### src/rtl/mips_alu_pkg.sv
// mips_alu_pkg: ALU control codes, MIPS-I opcode/funct constants and the ID/EX control bundle.
package mips_alu_pkg;
    localparam int DATA_W = 32;
    localparam int CTL_W  = 4;

    localparam logic [CTL_W-1:0] ALU_AND   = 4'b0000;
    localparam logic [CTL_W-1:0] ALU_OR    = 4'b0001;
    localparam logic [CTL_W-1:0] ALU_ADD   = 4'b0010;
    localparam logic [CTL_W-1:0] ALU_ADDU  = 4'b0011;
    localparam logic [CTL_W-1:0] ALU_SUB   = 4'b0110;
    localparam logic [CTL_W-1:0] ALU_SLT   = 4'b0111;
    localparam logic [CTL_W-1:0] ALU_LUI   = 4'b1000;
    localparam logic [CTL_W-1:0] ALU_SLL   = 4'b1001;
    localparam logic [CTL_W-1:0] ALU_SRL   = 4'b1010;
    localparam logic [CTL_W-1:0] ALU_XOR   = 4'b1011;
    localparam logic [CTL_W-1:0] ALU_PASSA = 4'b1110;

    localparam logic [5:0] OP_RTYPE = 6'b000000;
    localparam logic [5:0] OP_J     = 6'b000010;
    localparam logic [5:0] OP_JAL   = 6'b000011;
    localparam logic [5:0] OP_BEQ   = 6'b000100;
    localparam logic [5:0] OP_BNE   = 6'b000101;
    localparam logic [5:0] OP_ADDI  = 6'b001000;
    localparam logic [5:0] OP_ADDIU = 6'b001001;
    localparam logic [5:0] OP_SLTI  = 6'b001010;
    localparam logic [5:0] OP_ANDI  = 6'b001100;
    localparam logic [5:0] OP_ORI   = 6'b001101;
    localparam logic [5:0] OP_XORI  = 6'b001110;
    localparam logic [5:0] OP_LUI   = 6'b001111;
    localparam logic [5:0] OP_LW    = 6'b100011;
    localparam logic [5:0] OP_SW    = 6'b101011;

    localparam logic [5:0] FN_SLL  = 6'b000000;
    localparam logic [5:0] FN_SRL  = 6'b000010;
    localparam logic [5:0] FN_JR   = 6'b001000;
    localparam logic [5:0] FN_ADD  = 6'b100000;
    localparam logic [5:0] FN_ADDU = 6'b100001;
    localparam logic [5:0] FN_SUB  = 6'b100010;
    localparam logic [5:0] FN_SUBU = 6'b100011;
    localparam logic [5:0] FN_AND  = 6'b100100;
    localparam logic [5:0] FN_OR   = 6'b100101;
    localparam logic [5:0] FN_XOR  = 6'b100110;
    localparam logic [5:0] FN_SLT  = 6'b101010;

    typedef struct packed {
        logic [CTL_W-1:0]  alu_ctl;
        logic [4:0]        shamt;
        logic [DATA_W-1:0] imm;
        logic              use_imm;
        logic              illegal;
    } ctl_bundle_t;
endpackage

### src/rtl/alu_ctl_issue_if.sv
// alu_ctl_issue_if: instruction-in / ALU-control-bundle-out handshake bus with flush.
interface alu_ctl_issue_if;
    logic                              flush;
    logic                              in_valid;
    logic                              in_ready;
    logic [mips_alu_pkg::DATA_W-1:0]   in_instr;
    logic                              out_valid;
    logic                              out_ready;
    logic [mips_alu_pkg::CTL_W-1:0]    out_alu_ctl;
    logic [4:0]                        out_shamt;
    logic [mips_alu_pkg::DATA_W-1:0]   out_imm;
    logic                              out_use_imm;
    logic                              out_illegal;

    modport master (
        output flush, in_valid, in_instr, out_ready,
        input  in_ready, out_valid, out_alu_ctl, out_shamt, out_imm, out_use_imm, out_illegal
    );
    modport slave (
        input  flush, in_valid, in_instr, out_ready,
        output in_ready, out_valid, out_alu_ctl, out_shamt, out_imm, out_use_imm, out_illegal
    );
endinterface

### src/rtl/alu_ctl_lut.sv
// alu_ctl_lut: combinational MIPS-I opcode/funct decode into the ALU control bundle.
module alu_ctl_lut
    import mips_alu_pkg::*;
(
    input  logic [DATA_W-1:0] instr,
    output ctl_bundle_t       bundle
);
    logic [5:0] op;
    logic [5:0] fn;
    logic       zext;
    logic       unused_bits;

    assign op          = instr[31:26];
    assign fn          = instr[5:0];
    assign unused_bits = &{1'b0, instr[25:16]};

    always_comb begin
        bundle  = '0;
        zext    = 1'b0;
        if (op == OP_RTYPE) begin
            case (fn)
                FN_ADD, FN_JR:   bundle.alu_ctl = ALU_ADD;
                FN_ADDU:         bundle.alu_ctl = ALU_ADDU;
                FN_SUB, FN_SUBU: bundle.alu_ctl = ALU_SUB;
                FN_AND:          bundle.alu_ctl = ALU_AND;
                FN_OR:           bundle.alu_ctl = ALU_OR;
                FN_XOR:          bundle.alu_ctl = ALU_XOR;
                FN_SLT:          bundle.alu_ctl = ALU_SLT;
                FN_SLL:          bundle = '{alu_ctl: ALU_SLL, shamt: instr[10:6], default: '0};
                FN_SRL:          bundle = '{alu_ctl: ALU_SRL, shamt: instr[10:6], default: '0};
                default:         bundle.illegal = 1'b1;
            endcase
        end else begin
            bundle.use_imm = 1'b1;
            case (op)
                OP_ADDI, OP_LW, OP_SW: bundle.alu_ctl = ALU_ADD;
                OP_ADDIU:              bundle.alu_ctl = ALU_ADDU;
                OP_SLTI:               bundle.alu_ctl = ALU_SLT;
                OP_ANDI:               {bundle.alu_ctl, zext} = {ALU_AND, 1'b1};
                OP_ORI:                {bundle.alu_ctl, zext} = {ALU_OR, 1'b1};
                OP_XORI:               {bundle.alu_ctl, zext} = {ALU_XOR, 1'b1};
                OP_LUI:                {bundle.alu_ctl, zext} = {ALU_LUI, 1'b1};
                OP_BEQ, OP_BNE:        {bundle.alu_ctl, bundle.use_imm} = {ALU_SUB, 1'b0};
                OP_J:                  {bundle.alu_ctl, bundle.use_imm} = {ALU_ADD, 1'b0};
                OP_JAL:                {bundle.alu_ctl, bundle.use_imm} = {ALU_PASSA, 1'b0};
                default:               {bundle.illegal, bundle.use_imm} = 2'b10;
            endcase
            // Branches, jumps and illegal ops carry no immediate.
            bundle.imm = !bundle.use_imm ? '0 :
                         zext ? {16'b0, instr[15:0]} : {{16{instr[15]}}, instr[15:0]};
        end
    end
endmodule

### src/rtl/alu_ctl_issue.sv
// alu_ctl_issue: registered ID/EX ALU-control issue stage with a one-entry skid buffer.
module alu_ctl_issue
    import mips_alu_pkg::*;
(
    input logic            clk,
    input logic            rst_n,
    alu_ctl_issue_if.slave bus
);
    ctl_bundle_t dec;
    ctl_bundle_t out_q;
    ctl_bundle_t skid_q;
    logic        out_v;
    logic        skid_v;
    logic        accept;
    logic        out_free;

    alu_ctl_lut u_lut (.instr(bus.in_instr), .bundle(dec));

    // in_ready comes straight from the skid flop, so there is no comb in->out path.
    assign accept   = bus.in_valid & ~skid_v;
    assign out_free = ~out_v | bus.out_ready;

    always_ff @(posedge clk or negedge rst_n) begin
        if (!rst_n) begin
            out_v  <= 1'b0;
            skid_v <= 1'b0;
            out_q  <= '0;
            skid_q <= '0;
        end else if (bus.flush) begin
            out_v  <= 1'b0;
            skid_v <= 1'b0;
        end else if (out_free) begin
            out_v  <= skid_v | accept;
            out_q  <= skid_v ? skid_q : accept ? dec : out_q;
            skid_v <= 1'b0;
        end else if (accept) begin
            skid_q <= dec;
            skid_v <= 1'b1;
        end
    end

    assign bus.in_ready    = ~skid_v;
    assign bus.out_valid   = out_v;
    assign bus.out_alu_ctl = out_q.alu_ctl;
    assign bus.out_shamt   = out_q.shamt;
    assign bus.out_imm     = out_q.imm;
    assign bus.out_use_imm = out_q.use_imm;
    assign bus.out_illegal = out_q.illegal;
endmodule

### src/flat_wrapper.sv
// flat-port wrapper written by rule: the top's interface ports become plain ports
module alu_ctl_issue_flat import mips_alu_pkg::*;
  (clk, rst_n, bus_flush, bus_in_valid, bus_in_instr, bus_out_ready, bus_in_ready, bus_out_valid, bus_out_alu_ctl, bus_out_shamt, bus_out_imm, bus_out_use_imm, bus_out_illegal);
  alu_ctl_issue_if bus_i ();
  input logic clk;
  input logic rst_n;
  input wire logic [$bits(bus_i.flush)-1:0] bus_flush;
  input wire logic [$bits(bus_i.in_valid)-1:0] bus_in_valid;
  input wire logic [$bits(bus_i.in_instr)-1:0] bus_in_instr;
  input wire logic [$bits(bus_i.out_ready)-1:0] bus_out_ready;
  output wire logic [$bits(bus_i.in_ready)-1:0] bus_in_ready;
  output wire logic [$bits(bus_i.out_valid)-1:0] bus_out_valid;
  output wire logic [$bits(bus_i.out_alu_ctl)-1:0] bus_out_alu_ctl;
  output wire logic [$bits(bus_i.out_shamt)-1:0] bus_out_shamt;
  output wire logic [$bits(bus_i.out_imm)-1:0] bus_out_imm;
  output wire logic [$bits(bus_i.out_use_imm)-1:0] bus_out_use_imm;
  output wire logic [$bits(bus_i.out_illegal)-1:0] bus_out_illegal;
  assign bus_i.flush = bus_flush;
  assign bus_i.in_valid = bus_in_valid;
  assign bus_i.in_instr = bus_in_instr;
  assign bus_i.out_ready = bus_out_ready;
  assign bus_in_ready = bus_i.in_ready;
  assign bus_out_valid = bus_i.out_valid;
  assign bus_out_alu_ctl = bus_i.out_alu_ctl;
  assign bus_out_shamt = bus_i.out_shamt;
  assign bus_out_imm = bus_i.out_imm;
  assign bus_out_use_imm = bus_i.out_use_imm;
  assign bus_out_illegal = bus_i.out_illegal;
  alu_ctl_issue u_core (.clk(clk), .rst_n(rst_n), .bus(bus_i));
endmodule
### config.mk
export PLATFORM = sky130hd
export DESIGN_NAME = alu_ctl_issue_flat
export DESIGN_NICKNAME = d
export VERILOG_FILES = /design/src/rtl/mips_alu_pkg.sv /design/src/rtl/alu_ctl_issue_if.sv /design/src/rtl/alu_ctl_lut.sv /design/src/rtl/alu_ctl_issue.sv /design/src/flat_wrapper.sv
export SDC_FILE = /design/constraint.sdc
export NUM_CORES = 1
export LEC_CHECK = 0
export ABC_AREA = 0
export CORE_ASPECT_RATIO = 1.25
export CORE_UTILIZATION = 58
export DETAILED_ROUTE_END_ITERATION = 7
export PLACE_DENSITY_LB_ADDON = 0.05
export SYNTH_ARGS = -nofsm -noshare
export SYNTH_HDL_FRONTEND = slang
export SYNTH_HIERARCHICAL = 1
export SYNTH_SLANG_ARGS = --single-unit
### constraint.sdc
create_clock -name clk -period 3.75 [get_ports clk]
set_input_delay 0.375 -clock clk [delete_from_list [all_inputs] [get_ports clk]]
set_output_delay 0.375 -clock clk [all_outputs]
set_load 0.02 [all_outputs]
==> summary.md, run 1 <==
| Metric | Value |
|---|---|
| Peak per-stage delay on the critical path | `0.72 ns` |
| Die width | `81.23 um` |
| Post-Syn Instances | `346` |
| Vias after detailed routing | `2821` |
| Part of the power in the clock network | `slightly below 30%` |
| Switch share | `approximately a quarter` |
| Endpoint arrival time on the critical path | `2.90 ns` |
| Final period util | `69.60%` |
| Synthesized-area fraction occupied by adder cells | `0%` |
| Final-report hold violation count | `0` |
| Placed insts | `481` |
| Crit path capture type | `flip-flop` |
| Maximum level of the CTS H-tree | `3` |
| Routed length per instance | `16.65 um` |
| Maximum number of pins on one net before global-route repair | `70` |
| # DRC | `0` |
| Xor/xnor share of the synthesized area | `less than 1%` |
| Syn. warnings | `6` |
| Fin. max-slew vios | `0` |
| Maximum clock skew at final layout | `0.008729 ns` |
| Initial core utilization | `60.77%` |
| PnR worst setup slack | `1.140 ns` |
| Number of global-route vias before repair | `2884` |
| Maximum net fanout on the critical path | `32` |
| Die Footprint | `8206 um^2` |
| Post-detail-place hpwl | `approximately 5500 um` |
| Setup TNS | `0 ns` |
| Post-synthesis share of cell area spent on and, or, nand and nor gates | `8.001%` |
| Power Density | `359.4 nW/um^2` |
| Most frequent CP cell | `sky130_fd_sc_hd__mux2_2` |
| Logic gate share of total power | `between 15 and 20%` |
| Critical Path Source Type | `primary input` |
| Critical setup path kind | `in -> reg` |
| Class of the tightest hold or removal check | `in -> async` |
| Register share of total power | `between 50% and 60%` |
| Clk root buf | `sky130_fd_sc_hd__clkbuf_8` |
| Wire length after detailed routing | `8260 um` |
| Data required time of the worst path | `4.04 ns` |
| Global-route usage over all layers | `22.65%` |
| Die Span Y | `101.0 um` |
| Largest family of logic cells by synthesized area | `multiplexers` |
| Total of hold buffers inserted after clock tree synthesis | `0` |
| Post-Synthesis Net Count | `383` |
| Clock buffer depth | `2` |
| Cell type with the highest aggregate area in the netlist | `sky130_fd_sc_hd__dfrtp_1` |
| Number of antenna violations at the first check in global routing | `0` |
| Clock latency of the later-clocked register in the worst-skew pair | `0.35 ns` |
| Number of buffers added for setup after CTS | `0` |
| CTS sink cnt | `88` |
| Drt initial violations | `117` |
| Flops & latches, synth | `88` |
| Share of layout cells above drive strength 1 | `32.92%` |
| Part of the Yosys area used for sequential elements | `48.39%` |
| Cell breakdown of the critical path | `clkdlybuf4s50_1 > nand3b_1 > mux2i_1 > nor2_2 > o211a_1 > buf_4 > mux2_2 > mux2_2` |
| Setup repair after global routing missed its margin | `false` |
| Minimum period implied by the final worst setup slack | `2.610 ns` |
| Total leakage power | `2.491 nW` |
| Least-Margin Pin Slew | `0.8705 ns` |
| Launch point of the worst reg-to-reg path | `u_core/skid_v$_DFFE_PN0P_` |
| Maximum vdd drop | `~270 uV` |
| Post-DRT Antenna Nets | `0` |
| Pre-CTS WS | `between 0.7 and 0.8 ns` |
| Run status | `finished clean` |
| Mux contribution to synthesized area | `32.61%` |
| Clock-pin transition on the worst setup and hold timing paths | `roughly 0.080 ns` |
| Area of combinational cells with multiple inputs | `2061 um^2` |
| Total of cells resized after clock tree synthesis | `0` |
| Cell with the largest stage delay on the worst path | `sky130_fd_sc_hd__clkdlybuf4s50_1` |
| Synth Area in Compound Gates | `4.097%` |
| Routability-driven placement congestion ratio | `0.8108` |
| Clock buffers created by TritonCTS | `9` |
| Power Total | `1.912 mW` |
| Antenna Cells | `0` |
| Post-layout nets | `437` |
| Post-detailed-route via-to-cell ratio | `roughly 5.7` |
| Core Box Area | `7488 um^2` |
| Num rows | `35` |
| Rel. slew slack | `a little over two fifths` |
| Setup-failing EPs final | `0` |
| TritonCTS clock tree | `done` |
| GRT Residual Overflow | `0` |
| Number of max-capacitance violations reported | `0` |
| Initial DRT Pass Iterations | `4` |
| Layout area overhead | `16.88%` |
| Maximum frequency from static timing analysis | `383.2 MHz` |
| Count of distinct cell types in the synthesized netlist | `42` |
| Synthesized area | `4551 um^2` |
| Switch Pwr | `490.1 uW` |
| Boundary Pins | `82` |
| Final Non-Filler Cells | `between 400 and 500` |
| Leading post-synthesis cells by cell area | `sky130_fd_sc_hd__dfrtp_1 48%, sky130_fd_sc_hd__mux2_2 25%, sky130_fd_sc_hd__mux2_1 6.9%` |
| Buffers on Ports | `slightly above 70` |
| Average cell area after synthesis | `around 13 um^2` |
| Layout fillers | `547` |
| Launch point of the critical path | `bus_in_instr[27]` |
| Post-synth top area share | `48.39%` |
| Internal power | `1.421 mW` |
| First-pass GRT wire length | `approximately 14000 um` |
| Reg area | `2203 um^2` |
## synth_stat cells
| master | number |
|---|---|
| sky130_fd_sc_hd__a21boi_0 | 2 |
| sky130_fd_sc_hd__a21oi_1 | 7 |
| sky130_fd_sc_hd__a22oi_1 | 1 |
| sky130_fd_sc_hd__a311o_1 | 3 |
| sky130_fd_sc_hd__a31oi_1 | 1 |
| sky130_fd_sc_hd__and2_1 | 19 |
| sky130_fd_sc_hd__and2b_4 | 1 |
| sky130_fd_sc_hd__buf_2 | 8 |
| sky130_fd_sc_hd__buf_4 | 15 |
| sky130_fd_sc_hd__buf_6 | 10 |
| sky130_fd_sc_hd__clkbuf_1 | 2 |
| sky130_fd_sc_hd__dfrtp_1 | 88 |
| sky130_fd_sc_hd__inv_1 | 4 |
| sky130_fd_sc_hd__mux2_1 | 28 |
| sky130_fd_sc_hd__mux2_2 | 102 |
| sky130_fd_sc_hd__mux2i_1 | 2 |
| sky130_fd_sc_hd__nand2_1 | 6 |
| sky130_fd_sc_hd__nand2_2 | 1 |
| sky130_fd_sc_hd__nand2b_1 | 1 |
| sky130_fd_sc_hd__nand3_1 | 1 |
| sky130_fd_sc_hd__nand3_2 | 1 |
| sky130_fd_sc_hd__nand3b_1 | 1 |
| sky130_fd_sc_hd__nor2_1 | 7 |
| sky130_fd_sc_hd__nor2_2 | 2 |
| sky130_fd_sc_hd__nor2b_1 | 3 |
| sky130_fd_sc_hd__nor3_1 | 6 |
| sky130_fd_sc_hd__nor3_4 | 1 |
| sky130_fd_sc_hd__nor3b_1 | 1 |
| sky130_fd_sc_hd__nor4_2 | 1 |
| sky130_fd_sc_hd__nor4_4 | 1 |
| sky130_fd_sc_hd__nor4b_1 | 1 |
| sky130_fd_sc_hd__nor4bb_1 | 1 |
| sky130_fd_sc_hd__o211a_1 | 1 |
| sky130_fd_sc_hd__o21a_1 | 2 |
| sky130_fd_sc_hd__o21ai_0 | 4 |
| sky130_fd_sc_hd__o21bai_1 | 1 |
| sky130_fd_sc_hd__o22ai_1 | 2 |
| sky130_fd_sc_hd__o32a_1 | 1 |
| sky130_fd_sc_hd__o32ai_1 | 2 |
| sky130_fd_sc_hd__or3_1 | 1 |
| sky130_fd_sc_hd__or4_1 | 1 |
| sky130_fd_sc_hd__xnor2_1 | 3 |
## kinds of logic after synthesis
| family | Yosys count |
|---|---|
| AOI/OAI and AO/OA | 27 |
| and+or+nand+nor | 57 |
| buffers and inverters | 39 |
| muxes | 132 |
| xor gates and xnor gates | 3 |
| DFF | 88 |
## cell usage in the layout (no fill, tap or decap), drive strengths merged, types with 2 or more instances in the layout
| cell | n |
|---|---|
| mux2 | 130 |
| dfrtp | 88 |
| clkdlybuf4s50 | 70 |
| and2 | 19 |
| clkbuf | 11 |
| nor2 | 9 |
| buf | 8 |
| a21oi | 7 |
| nor3 | 7 |
| nand2 | 7 |
| inv | 4 |
| o21ai | 4 |
| clkinv | 3 |
| nor2b | 3 |
| xnor2 | 3 |
| a311o | 3 |
| mux2i | 2 |
| a21boi | 2 |
| o32ai | 2 |
| o21a | 2 |
| o22ai | 2 |
| nand3 | 2 |
| nor4 | 2 |
## through the flow
| step | area, um^2 | utilization, % | hold slack (ns) |
|---|---|---|---|
| detailed placement | 5155 | 68.84 | 0.4737 |
| finish | 5319 | 71.03 | 0.1405 |
| global placement | 5155 | 68.84 | 0.4656 |
| global route | 5319 | 71.03 | 0.2138 |
| CTS | 5319 | 71.03 | 0.1690 |
| floorplan | 4551 | - | 0.07941 |
## power by group through the flow
stage,clock [mW],sequential (mW),combinational [mW]
4_1_cts,0.581,1.04,0.312
6_report,0.563,1.04,0.308
3_5_place_dp,0,1.06,0.311
2_1_floorplan,0,1.09,0.152
5_1_grt,0.625,1.05,0.334
3_3_place_gp,0,1.06,0.306
## routing by layer
layer / wire length, um / vias up / GRT usage [%]
met5: 0 / - / 0
met4: 161 / 0 / 10.30
met3: 362 / 13 / 4.977
met2: 4126 / 70 / 36.07
met1: 3610 / 1410 / 29.36
li1: - / 1328 / -
## flip-flops by register name, summed over array words and instances (netlist names)
| register | flops |
|---|---|
| u_core/bus.out_alu_ctl | 4 |
| u_core/bus.out_illegal | 1 |
| u_core/bus.out_imm | 32 |
| u_core/bus.out_shamt | 5 |
| u_core/bus.out_use_imm | 1 |
| u_core/bus.out_valid | 1 |
| u_core/skid_q | 43 |
| u_core/skid_v | 1 |
## cell type report
cell class	count	share of cell area [%]
Inverter	4	0.2823
Timing Repair Buffer	78	14.30
Multi-Input combinational cell	219	38.74
Tap cell	92	2.164
Sequential cell	88	41.43
Clock inverter	4	0.4234
Clock buffer	11	2.658
## worst max-delay path: cells and delay by family
kind,cells,cell delay [ns]
and+or+nand+nor,2,0.75
AOI/OAI and AO/OA,1,0.25
buffers and inverters,2,0.99
muxes,3,0.52
## worst paths after layout
kind	to	slack [ns]	cells after the start
setup / recovery	u_core/bus.out_imm[16]$_DFFE_PN0P_	1.14	8
hold / removal	u_core/skid_q[1]$_DFFE_PN0P_	0.14	1
setup reg to reg	u_core/bus.out_alu_ctl[2]$_DFFE_PN0P_	1.72	5
hold reg to reg	u_core/bus.out_imm[30]$_DFFE_PN0P_	0.49	1
max in group asynchronous	u_core/skid_q[39]$_DFFE_PN0P_	2.83	2
min in group clk	u_core/bus.out_imm[30]$_DFFE_PN0P_	0.49	1
Power figures use the tool's default switching activity.
==> run 2, diff against run 1 <==
CORE_UTILIZATION = 49   (was 58)
clock period = 2.3 ns   (was 3.75 ns; I/O delays follow)
==> summary.md, run 2 (synthesized netlist as in run 1, its figures left out) <==
| Metric | Value |
|---|---|
| Internal power | `2.660 mW (+87%)` |
| Routability-driven placement congestion ratio | `0.8500 (+4.8%)` |
| Critical setup path kind | `in -> reg` |
| Clock buffers created by TritonCTS | `9 (unchanged)` |
| Placed insts | `530 (+10%)` |
| CTS sink cnt | `88 (unchanged)` |
| Logic gate share of total power | `15.4% (-0.7 points)` |
| Maximum clock skew at final layout | `0.01050 ns (+0.001776 ns)` |
| Depth of the worst register-to-register path | `4 (-1)` |
| Drt initial violations | `111 (-5.1%)` |
| Initial DRT Pass Iterations | `4 (unchanged)` |
| Setup repair after global routing missed its margin | `false` |
| Minimum period implied by the final worst setup slack | `between 1.5 and 2 ns` |
| Most frequent CP cell | `sky130_fd_sc_hd__a311o_1` |
| Cell breakdown of the critical path | `clkdlybuf4s50_1 > buf_4 > inv_1 > a21boi_0 > a311o_1 > a311o_1 > mux2_2 > mux2_1` |
| Number of antenna violations at the first check in global routing | `0 (unchanged)` |
| Crit path capture type | `flip-flop` |
| # DRC | `0 (unchanged)` |
| Num rows | `38 (+8.6%)` |
| Reg area | `2203 um^2 (unchanged)` |
| Share of layout cells above drive strength 1 | `36.53% (+3.6 points)` |
| Routed length per instance | `16.25 um (-2.4%)` |
| Global routing met1 resource utilization | `25.16% (-4.2 points)` |
| Buffers on Ports | `71 (unchanged)` |
| Register share of total power | `48.2% (-6.3 points)` |
| Die Span Y | `109.7 um (+8.6%)` |
| Reg2reg setup slack | `0.68 ns (-1.04 ns)` |
| First-pass GRT wire length | `14510 um (+5.1%)` |
| Switch share | `24.42% (-1.2 points)` |
| Worst path buffer plus inverter count | `3 (+1)` |
| Part of the power in the clock network | `36.4% (+6.9 points)` |
| Area of combinational cells with multiple inputs | `2061 um^2 (unchanged)` |
| Clock latency of the later-clocked register in the worst-skew pair | `0.36 ns (about the same)` |
| PnR worst setup slack | `0.3439 ns (-0.7963 ns)` |
| Final period util | `between 80% and 90%` |
| Number of max-capacitance violations reported | `0 (unchanged)` |
| Number of buffers added for setup after CTS | `0 (unchanged)` |
| Clock-pin transition on the worst setup and hold timing paths | `0.09 ns (about the same)` |
| Class of the tightest hold or removal check | `in -> async` |
| Critical Path Source Type | `primary input` |
| Least-Margin Pin Slew | `0.5794 ns (-0.2911 ns)` |
| Peak per-stage delay on the critical path | `0.41 ns (-0.31 ns)` |
| Pre-CTS WS | `-0.02730 ns (-0.8244 ns)` |
| Number of global-route vias before repair | `2944 (+2.1%)` |
| Initial core utilization | `51.46% (-9.3 points)` |
| Vias after detailed routing | `2881 (+2.1%)` |
| Met3 layer usage reported by global route | `5.255% (+0.28 points)` |
| Critical path depth | `8 (unchanged)` |
| Core Box Area | `8843 um^2 (+18%)` |
| Post-detail-place hpwl | `6130 um (+12%)` |
| Final-report hold violation count | `0 (unchanged)` |
| Setup-failing EPs final | `0 (unchanged)` |
| Clk root buf | `sky130_fd_sc_hd__clkbuf_8` |
| Endpoint arrival time on the critical path | `2.20 ns (-0.70 ns)` |
| Fin. max-slew vios | `0 (unchanged)` |
| Largest register FFs | `43 (unchanged)` |
| Boundary Pins | `82 (unchanged)` |
| Kind of cell with the highest combined delay on the critical path | `compound AO/OA/AOI/OAI gates` |
| Commonest non-fill, non-tap cell in the layout | `sky130_fd_sc_hd__mux2_2` |
| GRT Residual Overflow | `0 (unchanged)` |
| Die width | `88.20 um (+8.6%)` |
| Data required time of the worst path | `2.54 ns (-1.50 ns)` |
| Post-layout nets | `459 (+5.0%)` |
| Maximum number of pins on one net before global-route repair | `44 (-37%)` |
| Post-DRT Antenna Nets | `0 (unchanged)` |
| Antenna Cells | `0 (unchanged)` |
| Layout area overhead | `24.17%` |
| Endpoint of the worst-slack reg-to-reg timing path | `u_core/bus.out_imm[16]$_DFFE_PN0P_` |
| Clock buffer depth | `2 (unchanged)` |
| Wire length after detailed routing | `8887 um (+7.6%)` |
| Power Density | `622.8 nW/um^2 (+73%)` |
| Run status | `finished clean` |
| TritonCTS clock tree | `done` |
| Maximum net fanout on the critical path | `7 (-78%)` |
| Cell with the largest stage delay on the worst path | `sky130_fd_sc_hd__clkdlybuf4s50_1` |
| Switch Pwr | `859.5 uW (+75%)` |
| Grt met2 use | `32.80% (-3.3 points)` |
| Die Footprint | `9679 um^2 (+18%)` |
| Final Non-Filler Cells | `547 (+10%)` |
| Layout fillers | `732 (+34%)` |
| Busiest metal layer after global routing | `met2` |
| Global-route usage over all layers | `19.80% (-2.9 points)` |
| Rel. slew slack | `61.37% (+19 points)` |
| Maximum vdd drop | `504.2 uV (+87%)` |
| Maximum frequency from static timing analysis | `511.2 MHz` |
| Post-detailed-route via-to-cell ratio | `5.267 (-7.4%)` |
| Total leakage power | `2.647 nW (+6.3%)` |
| Commonest non-fill, non-tap cells in the layout | `102 x sky130_fd_sc_hd__mux2_2, 87 x sky130_fd_sc_hd__dfrtp_1, 70 x sky130_fd_sc_hd__clkdlybuf4s50_1` |
| Maximum level of the CTS H-tree | `3 (unchanged)` |
| Register with the most flip-flops | `u_core/skid_q` |
| Launch point of the worst reg-to-reg path | `u_core/bus.out_valid$_DFFE_PN0P_` |
==> run 2: cell types whose count changed in the layout (fill, tap and decap cells not counted), sizes merged <==
cell         change
bufinv           +3
clkinv           -2
inv              +1
buf             +21
clkbuf           -2
clkinvlp         +1
dlygate4sd3      +1
==> run 2: final cells by class <==
cell class                 instances  share of cell area, %
inverter                           4                 0.2657
multi-input combinational        219                  36.47
timing repair buffer             100                  17.32
tap                              120                  2.657
clock buffer                       9                  2.192
sequential                        88                  38.99
clock inverter                     7                  2.104
==> run 2: how the worst max path moves through the flow <==
stage,start,endpoint,slack [ns]
2_1_floorplan,bus_in_instr[26],u_core/bus.out_imm[30]$_DFFE_PN0P_,0.18
3_3_place_gp,bus_in_instr[28],u_core/bus.out_illegal$_DFFE_PN0P_,-0.01
3_5_place_dp,bus_in_instr[28],u_core/bus.out_illegal$_DFFE_PN0P_,-0.03
4_1_cts,bus_in_instr[27],u_core/bus.out_imm[29]$_DFFE_PN0P_,0.36
5_1_grt,bus_in_instr[1],u_core/bus.out_alu_ctl[0]$_DFFE_PN0P_,0.24
6_report,bus_in_instr[28],u_core/bus.out_illegal$_DFFE_PN0P_,0.34
==> run 2: power groups by stage <==
stage | clock network [mW] | logic [mW] | registers [mW]
5_1_grt | 1.37 | 0.586 | 1.71
4_1_cts | 1.33 | 0.549 | 1.70
6_report | 1.28 | 0.541 | 1.70
2_1_floorplan | 0 | 0.248 | 1.77
3_3_place_gp | 0 | 0.540 | 1.72
3_5_place_dp | 0 | 0.545 | 1.73
==> run 2: what timing repair did <==
action,in CTS,in global routing
resized for setup,0,0
hold buffers,1,0
endpoints found under the hold margin,41,0
==> run 2: layer usage <==
metal / share of wire, % / routed length, um / vias to the layer above
li1: - / - / 1370
met1: 45 / 3987 / 1449
met2: 49 / 4369 / 52
met3: 4.7 / 415 / 10
met4: 1.3 / 114 / 0
met5: 0 / 0 / -
==> run 2: through the flow <==
stage	utilization, %	hold WS [ns]	power, mW	instance area [um^2]	TNS (ns)
6_report	63.89	0.3945	3.519	5650	0
5_1_grt	63.89	0.4556	3.666	5650	0
4_1_cts	63.89	0.4147	3.572	5650	0
3_5_place_dp	61.04	0.2718	2.273	5398	-0.08805
3_3_place_gp	61.04	0.2684	2.263	5398	-0.01779
2_1_floorplan	-	-0.06559	2.022	4551	0
